## config.mk

```make
export PLATFORM = sky130hd
export DESIGN_NAME = dmem_arbiter
export DESIGN_NICKNAME = d
export VERILOG_FILES = /design/src/rtl/dmem_pkg.sv /design/src/rtl/rr_arbiter2.sv /design/src/rtl/dmem_arbiter.sv
export SDC_FILE = /design/constraint.sdc
export NUM_CORES = 1
export LEC_CHECK = 0
export ABC_AREA = 1
export CAP_MARGIN = 20
export CORE_AREA = 5 5 127 129
export CTS_CLUSTER_DIAMETER = 150
export CTS_CLUSTER_SIZE = 25
export DETAILED_ROUTE_END_ITERATION = 10
export DIE_AREA = 0 0 132 134
export PLACE_DENSITY = 0.88
export SETUP_SLACK_MARGIN = 0.15
export SLEW_MARGIN = 10
export SYNTH_ARGS = -nofsm -noshare
export SYNTH_HDL_FRONTEND = slang
export SYNTH_HIERARCHICAL = 1
export SYNTH_SLANG_ARGS = --single-unit
```

## constraint.sdc

```tcl
create_clock -name clk -period 3.2 [get_ports clk]
set_input_delay 0.64 -clock clk [delete_from_list [all_inputs] [get_ports clk]]
set_output_delay 0.64 -clock clk [all_outputs]
set_load 0.05 [all_outputs]
```

## src/rtl/dmem_pkg.sv

```systemverilog
// Shared types for the data-memory arbiter: FSM states, memwrite codes and
// the owner id of the access currently in flight.
package dmem_pkg;

    typedef enum logic [1:0] {
        IDLE  = 2'd0,
        ISSUE = 2'd1,
        WAIT  = 2'd2,
        RESP  = 2'd3
    } state_e;

    localparam logic [1:0] MW_READ = 2'b00;
    localparam logic [1:0] MW_WORD = 2'b01;
    localparam logic [1:0] MW_HALF = 2'b10;
    localparam logic [1:0] MW_BYTE = 2'b11;

    typedef enum logic {
        OWN_CORE = 1'b0,
        OWN_LDR  = 1'b1
    } owner_e;

endpackage

```

## src/rtl/rr_arbiter2.sv

```systemverilog
// Two-way combinational arbiter; on a tie it grants the port not served last
// when fair is set, otherwise the core.
module rr_arbiter2
    import dmem_pkg::*;
(
    input  logic       c_req,
    input  logic       l_req,
    input  owner_e     last,
    input  logic       fair,
    output logic [1:0] grant
);

    // grant[0] = core, grant[1] = loader; at most one bit set.
    always_comb begin
        grant = 2'b00;
        if (c_req && l_req) begin
            grant = (fair && (last == OWN_CORE)) ? 2'b10 : 2'b01;
        end else if (c_req) begin
            grant = 2'b01;
        end else if (l_req) begin
            grant = 2'b10;
        end
    end

endmodule

```

## src/rtl/dmem_arbiter.sv

```systemverilog
// Shares one single-ported synchronous data memory between the core and the
// loader, running each access through issue, latency wait and a response cycle.
module dmem_arbiter
    import dmem_pkg::*;
#(
    parameter int AW      = 32,
    parameter int DW      = 32,
    parameter int MEM_LAT = 1,
    parameter int FAIR    = 1
) (
    input  logic          clk,
    input  logic          reset,
    input  logic          c_req,
    input  logic [1:0]    c_we,
    input  logic [AW-1:0] c_addr,
    input  logic [DW-1:0] c_wdata,
    output logic [DW-1:0] c_rdata,
    output logic          c_ready,
    output logic          c_stall,
    input  logic          l_req,
    input  logic [1:0]    l_we,
    input  logic [AW-1:0] l_addr,
    input  logic [DW-1:0] l_wdata,
    output logic [DW-1:0] l_rdata,
    output logic          l_ready,
    output logic          m_en,
    output logic [1:0]    m_we,
    output logic [AW-1:0] m_addr,
    output logic [DW-1:0] m_wdata,
    input  logic [DW-1:0] m_rdata,
    output logic          busy,
    output state_e        dbg_state
);

    localparam logic [1:0] LAT_LOAD = 2'(MEM_LAT - 1);
    localparam logic       FAIR_EN  = (FAIR != 0);

    // Handshake: a requester holds req and its fields until it sees its
    // one-cycle ready; fields are sampled only at grant, and a req still high
    // when the FSM is back in IDLE is a new request.

    state_e        state, state_nx;
    owner_e        own, last_own;
    logic [1:0]    cnt;
    logic [1:0]    lat_we;
    logic [AW-1:0] lat_addr;
    logic [DW-1:0] lat_wdata;
    logic [DW-1:0] c_rdata_q, l_rdata_q;
    logic [1:0]    grant;

    rr_arbiter2 u_arb (
        .c_req (c_req),
        .l_req (l_req),
        .last  (last_own),
        .fair  (FAIR_EN),
        .grant (grant)
    );

    always_ff @(posedge clk or negedge reset) begin
        if (!reset) begin
            state <= IDLE;
        end else begin
            state <= state_nx;
        end
    end

    always_comb begin
        state_nx = state;
        m_en     = 1'b0;
        c_ready  = 1'b0;
        l_ready  = 1'b0;
        unique case (state)
            IDLE:  if (grant != 2'b00) state_nx = ISSUE;
            ISSUE: begin
                m_en     = 1'b1;
                state_nx = WAIT;
            end
            WAIT:  if (cnt == 2'd0) state_nx = RESP;
            RESP: begin
                c_ready  = (own == OWN_CORE);
                l_ready  = (own == OWN_LDR);
                state_nx = IDLE;
            end
            default: state_nx = IDLE;
        endcase
    end

    always_ff @(posedge clk or negedge reset) begin
        if (!reset) begin
            own       <= OWN_CORE;
            last_own  <= OWN_LDR;
            cnt       <= 2'd0;
            lat_we    <= MW_READ;
            lat_addr  <= '0;
            lat_wdata <= '0;
            c_rdata_q <= '0;
            l_rdata_q <= '0;
        end else begin
            case (state)
                IDLE: begin
                    if (grant[0]) begin
                        own       <= OWN_CORE;
                        last_own  <= OWN_CORE;
                        lat_we    <= c_we;
                        lat_addr  <= c_addr;
                        lat_wdata <= c_wdata;
                    end else if (grant[1]) begin
                        own       <= OWN_LDR;
                        last_own  <= OWN_LDR;
                        lat_we    <= l_we;
                        lat_addr  <= l_addr;
                        lat_wdata <= l_wdata;
                    end
                end
                ISSUE: cnt <= LAT_LOAD;
                WAIT: begin
                    if (cnt == 2'd0) begin
                        // Writes pass through WAIT too but leave rdata alone.
                        if (lat_we == MW_READ) begin
                            if (own == OWN_CORE) c_rdata_q <= m_rdata;
                            else                 l_rdata_q <= m_rdata;
                        end
                    end else begin
                        cnt <= cnt - 2'd1;
                    end
                end
                default: ;
            endcase
        end
    end

    assign m_we      = lat_we;
    assign m_addr    = lat_addr;
    assign m_wdata   = lat_wdata;
    assign c_rdata   = c_rdata_q;
    assign l_rdata   = l_rdata_q;
    assign c_stall   = c_req & ~c_ready;
    assign busy      = (state != IDLE);
    assign dbg_state = state;

endmodule

```

==> results of run 1 <==
-- power by group through the flow --
stage               combinational [W]  sequential, W  clock [W]
floorplan                     0.00187        0.00583          0
global placement              0.00707        0.00305          0
detailed placement            0.00717        0.00307          0
CTS                           0.00718        0.00307    0.00200
global route                  0.00759        0.00317    0.00208
finish                        0.00718        0.00307    0.00197
-- final cells by class --
cell class	instances	area [um^2]
timing repair buffer	316	3170
tap	188	235
fill	1130	4800
sequential	136	3400
clock buffer	19	443
inverter	16	60.1
multi-input combinational	636	2650
clock inverter	13	154
-- per-layer routing --
| layer | GRT usage, % | wire length (um) | vias to the layer above |
|---|---|---|---|
| met1 | 26.9 | 7870 | 2990 |
| li1 | - | - | 3189 |
| met5 | 0 | 0 | - |
| met4 | 10.2 | 767 | 0 |
| met2 | 37.6 | 10200 | 330 |
| met3 | 7.76 | 1910 | 51 |
-- cells by family (layout without fill, tap and decap cells) --
group / count (synthesis) / in the layout / synth area share (%)
AND/OR/NAND/NOR: 621 / 621 / 39.5
flip-flops: 136 / 136 / 53.7
buffers and inverters: 71 / 364 / 4.74
adder cells (fa/ha/maj): 7 / 7 / 1.38
AO/OA/AOI/OAI: 6 / 6 / 0.651
other: 1 / 2 / 0.0591
-- worst register-to-register path, delay by kind of cell (launching register included) --
kind                       cells  cell delay (ns)
and+or+nand+nor                3             0.33
DFF                            1             0.42
adders and majority gates      1             0.22
buffers and inverters          3             0.96
-- how the worst min path moves through the flow --
stage                      startpoint          end  slack (ns)
after floorplan                 reset   c_rdata[0]        0.34
after global routing            reset   c_rdata[1]        0.28
after detailed placement  l_rdata[19]  l_rdata[19]        0.46
final                           reset  l_rdata[31]        0.24
after global placement     c_rdata[1]   c_rdata[1]        0.45
after CTS                       reset   c_rdata[1]        0.26
-- layout by cell type (no fill, tap or decap) --
| cell type | instances |
|---|---|
| bufinv_16 | 3 |
| nand4_1 | 64 |
| clkinv_4 | 1 |
| buf_6 | 1 |
| nor2_2 | 1 |
| conb_1 | 2 |
| inv_1 | 14 |
| nor2_1 | 3 |
| ha_2 | 1 |
| nand2_1 | 545 |
| clkbuf_16 | 17 |
| clkinvlp_4 | 4 |
| o21ai_4 | 1 |
| clkinv_2 | 5 |
| nor2_4 | 1 |
| clkbuf_8 | 1 |
| inv_2 | 2 |
| buf_12 | 3 |
| clkdlybuf4s50_1 | 302 |
| nand3_1 | 5 |
| dfrtp_1 | 135 |
| nand2_2 | 1 |
| o21ai_0 | 5 |
| clkbuf_1 | 1 |
| or2_2 | 1 |
| dfstp_2 | 1 |
| buf_4 | 10 |
| ha_1 | 6 |
-- flip-flops by register name, summed over array words and instances (netlist names) --
| register | cells |
|---|---|
| c_rdata | 32 |
| m_wdata | 32 |
| m_we | 2 |
| dbg_state | 2 |
| m_addr | 32 |
| last_own | 1 |
| l_rdata | 32 |
| cnt | 2 |
| own | 1 |
-- metrics by stage --
stage	hold WS [ns]	utilization, %	instance area (um^2)	std cells	setup slack [ns]
detailed placement	0.458	63.5	9480	1290	0.387
CTS	0.257	67.5	10100	1322	0.323
finish	0.241	67.8	10100	1324	0.307
floorplan	0.344	-	6340	843	0.465
global route	0.283	67.8	10100	1324	0.228
global placement	0.453	63.5	9480	1290	0.452
==> results.toml, run 1 <==
[clock_network]
clk_latency_ns = 0.41
ctsLongestPathBuffers = 2
postCtsSetupBuffers = 0
cts_resized = 0
cts_buffers = 17
cts.htree.levels = 4
cts_num_sinks = 136
hold_buffers = 0
root_buffer = "clkbuf_16"
cts_tree = "built"
clk_pin_slew_worst_paths_ns = 0.06

[detailed_routing]
num_vias = 6560
wl_mm = 20.7
first_iter_violations = 482
wl_per_cell_um = 15.7
via_per_inst = 4.95
drc = 0
dr.pass1.iters = 6
ant_nets = 0

[power_and_ir_drop]
internal_power_w = 0.00599
pwr-share-comb_pct = 58.7
p_switching_w = 0.00623
power_w = 0.0122
ir_worst_vdd_mv = 0.625
p_per_area_nw_per_um2 = 1210
seqPwrFrac_pct = 25.2
clkPwrFrac_pct = 16.1
swShare_pct = 51.0
p_leak_nw = 5.09

[min_path]
hold_class = "input port to asynchronous set/reset pin"

[synth]
synth_area_leader_cell = "dfrtp_1"
yosysMostFrequentCell = "nand2_1"
synth.distinct_cells = 18
syn_area_per_cell_um2 = 7.53
synth_edf_count = 0
yosysSeqAreaShare_pct = 53.7
yosysWarningCount = 6
synthCells = 842
synth-async-reset-ratio_pct = 100
ys.flop_type = "dfrtp_1"
syn_area_um2 = 6340
netlist.area_leader.share_pct = 53.3
synth_common_cells = "nand2_1, dfrtp_1, nand4_1"
synth-seq-cells = 136
netlist_top_cells_area = "dfrtp_1, nand2_1, nand4_1"

[timing]
setup_viol = 0
rsz0062_at_grt = "no"
fmax_ghz = 0.346
period_share_pct = 90.4
slew_headroom_pct = 52.0
finalSetupTns_ns = 0
worst_pin_slew_ns = 0.720
hold_viol = 0
finClkSkew_ns = 0.00421
slew_violations = 0
fin_crit_ns = 2.89

[critical_path]
r2r_end = "c_rdata[16]"
rr_startpoint = "dbg_state[0]"
critPathKind = "register to output pin"
cp_data_arrival_time_ns = 2.25
cpPeakStageDelay_ns = 0.88
cp_num_buf_inv = 2
worstSetupPathDepth = 4
crit_path_cell_trace = "ha_1, inv_1, nor2_1, clkdlybuf4s50_1"
cp_top_family = "buffers and inverters"
worstPathMaxFanout = 6
cp-end-kind = "output pin"
startpoint = "dbg_state[1]"
cpMaxStageDelayCell = "clkdlybuf4s50_1"
r2r_slack_ns = 1.15
reg2reg_depth = 7
endpoint = "c_ready"
crit_path_start_kind = "register"
worst_ep_required_time_ns = 2.56

[placed_design]
gp_congestion = 0.896
portBuffers = 304
dp_hpwl_mm = 14.9

[die]
die_area_um2 = 17700
start_util_pct = 42.5
ioPinCount = 305
core_area_um2 = 14900
die_y_um = 134
die_w_um = 132
rows = 45

[finish]
fin_nets = 1298
layout-drive-gt1-share_pct = 4.75
antenna_cells = 0
area_growth_pct = 59.6

[global_routing]
grt_pass1_vias = 6347
grt.overflow.total = 0
grt_pass1_wl_mm = 32.4
grt_antenna_before_repair = 0
grt_usage_pct = 22.8
grt_max_degree = 72

[run_status]
status = "finished, final reports clean"

[run]
maxCapViolations = 0
Power figures use the tool's default switching activity.
==> inputs of run 2 (changes only) <==
SKIP_LAST_GASP = 1   (was not set)
TNS_END_PERCENT = 30   (was not set)
==> results of run 2 <==
Same layout as run 1: the final DEF is identical, and so are final timing and power.
==> inputs of run 3 (changes only) <==
CORE_AREA = 2 2 124 126   (was 5 5 127 129)
DIE_AREA = 0 0 126 128   (was 0 0 132 134)
==> run 3 against run 2 <==
  * Flip-flop and latch count is the same
  * First-iteration DRC count shrank 32%
  * Critical path depth is the same
  * Critical path type unchanged
  * Total power grew 0.25%
  * Hold slack lost 0.074 ns
  * Core utilization grew 0.28 points
  * Fmax grew 1.2%
  * Routed wire length shrank 5.8%
  * Sequential share of layout area is essentially flat
==> results.toml, run 3 (synthesized netlist as in run 1, its figures left out) <==
[timing]
finalSetupTns_ns = 0
rsz0062_at_grt = "no"
fin_crit_ns = 2.86
finClkSkew_ns = 0.00952
worst_pin_slew_ns = 1.07
slew_headroom_pct = 28.7
fmax_ghz = 0.350
slew_violations = 0
setup_viol = 0
period_share_pct = 89.3
hold_viol = 0

[clock_network]
cts.htree.levels = 4
postCtsSetupBuffers = 0
cts_resized = 0
cts_tree = "built"
clk_latency_ns = 0.41
hold_buffers = 0
cts_num_sinks = 136
root_buffer = "clkbuf_16"
ctsLongestPathBuffers = 2
clk_pin_slew_worst_paths_ns = 0.06
cts_buffers = 17

[critical_path]
crit_path_start_kind = "register"
cp_data_arrival_time_ns = 2.22
startpoint = "dbg_state[1]"
r2r_end = "l_rdata[1]"
worstPathMaxFanout = 6
reg2reg_depth = 9
rr_startpoint = "cnt[0]"
worst_ep_required_time_ns = 2.56
r2r_slack_ns = 1.13
cp-end-kind = "output pin"
critPathKind = "register to output pin"

[detailed_routing]
via_per_inst = 4.88
wl_per_cell_um = 14.8
num_vias = 6463
ant_nets = 0
drc = 0
dr.pass1.iters = 5
wl_mm = 19.5
first_iter_violations = 328

[placed_design]
gp_congestion = 0.846
dp_cells = 1292
dp_hpwl_mm = 13.9
portBuffers = 304

[die]
die_w_um = 126
ioPinCount = 305
die_y_um = 128
die_area_um2 = 16100
start_util_pct = 42.7
rows = 45
core_area_um2 = 14900

[finish]
final_common_cell = "nand2_1"
fin_nets = 1298
layout-drive-gt1-share_pct = 4.67
final_cell_mix = "nand2_1, clkdlybuf4s50_1, dfrtp_1"
antenna_cells = 0
final_util_pct = 68.1
finalNonFillerCells = 1324
area_growth_pct = 59.6

[global_routing]
grt_pass1_wl_mm = 30.8
grt.overflow.total = 0
grt_pass1_vias = 6347
grt_usage_pct = 24.0
grt_antenna_before_repair = 0
grt_max_degree = 71

[power_and_ir_drop]
p_per_area_nw_per_um2 = 1210
ir_worst_vdd_mv = 0.532
p_leak_nw = 5.09

[run_status]
status = "finished, final reports clean"

[run]
maxCapViolations = 0

[min_path]
hold_class = "input port to asynchronous set/reset pin"
-- run 3: cell count changes in the layout (fill, tap and decap cells not counted), sizes merged --
cell,delta
inv,+4
clkinv,-2
clkinvlp,-2
buf,-1
clkdlybuf4s50,+1
-- run 3: per-layer routing --
| layer | wire (um) | track usage, % | vias up | part of all wire, % |
|---|---|---|---|---|
| li1 | - | - | 3186 | - |
| met1 | 7680 | 27.7 | 2969 | 39 |
| met2 | 9960 | 41.7 | 258 | 51 |
| met3 | 1210 | 6.05 | 50 | 6.2 |
| met4 | 705 | 11.5 | 0 | 3.6 |
| met5 | 0 | 0 | - | 0 |
-- run 3: worst max-delay path: stages, from the launching register on --
cell and delay [ns]:
dfrtp_1 0.46, ha_1 0.24, inv_1 0.05, nor2_1 0.21, clkdlybuf4s50_1 0.86
-- run 3: worst max path at each step --
stage,cells past startpoint,endpoint
global route,4,c_ready
detailed placement,4,c_stall
floorplan,4,c_stall
CTS,4,c_ready
finish,4,c_ready
global placement,4,c_stall
-- run 3: stage by stage --
stage                     setup WS, ns  power (W)  area [um^2]  hold slack, ns
after floorplan                  0.465    0.00770         6340           0.344
after global placement           0.450     0.0101         9510           0.452
after detailed placement         0.424     0.0103         9510           0.457
after CTS                        0.302     0.0123        10100           0.193
after global routing             0.214     0.0129        10100           0.205
final                            0.342     0.0122        10100           0.168
-- run 3: layout make-up --
| class | count | area, um^2 |
|---|---|---|
| flip-flops and latches | 136 | 3400 |
| fillers | 1167 | 4740 |
| clock inverters | 13 | 168 |
| multi-input cells | 636 | 2650 |
| repair buffers | 316 | 3160 |
| well taps | 188 | 235 |
| clock buffers | 19 | 443 |
| inverters | 16 | 60.1 |
-- run 3: report_power, final --
part,leakage [nW],switching (W),total [W],internal (W)
clock network,0.295,0.000757,0.00201,0.00126
logic,3.13,0.00499,0.00718,0.00219
registers,1.67,0.000488,0.00306,0.00257
total,5.09,0.00624,0.0122,0.00601
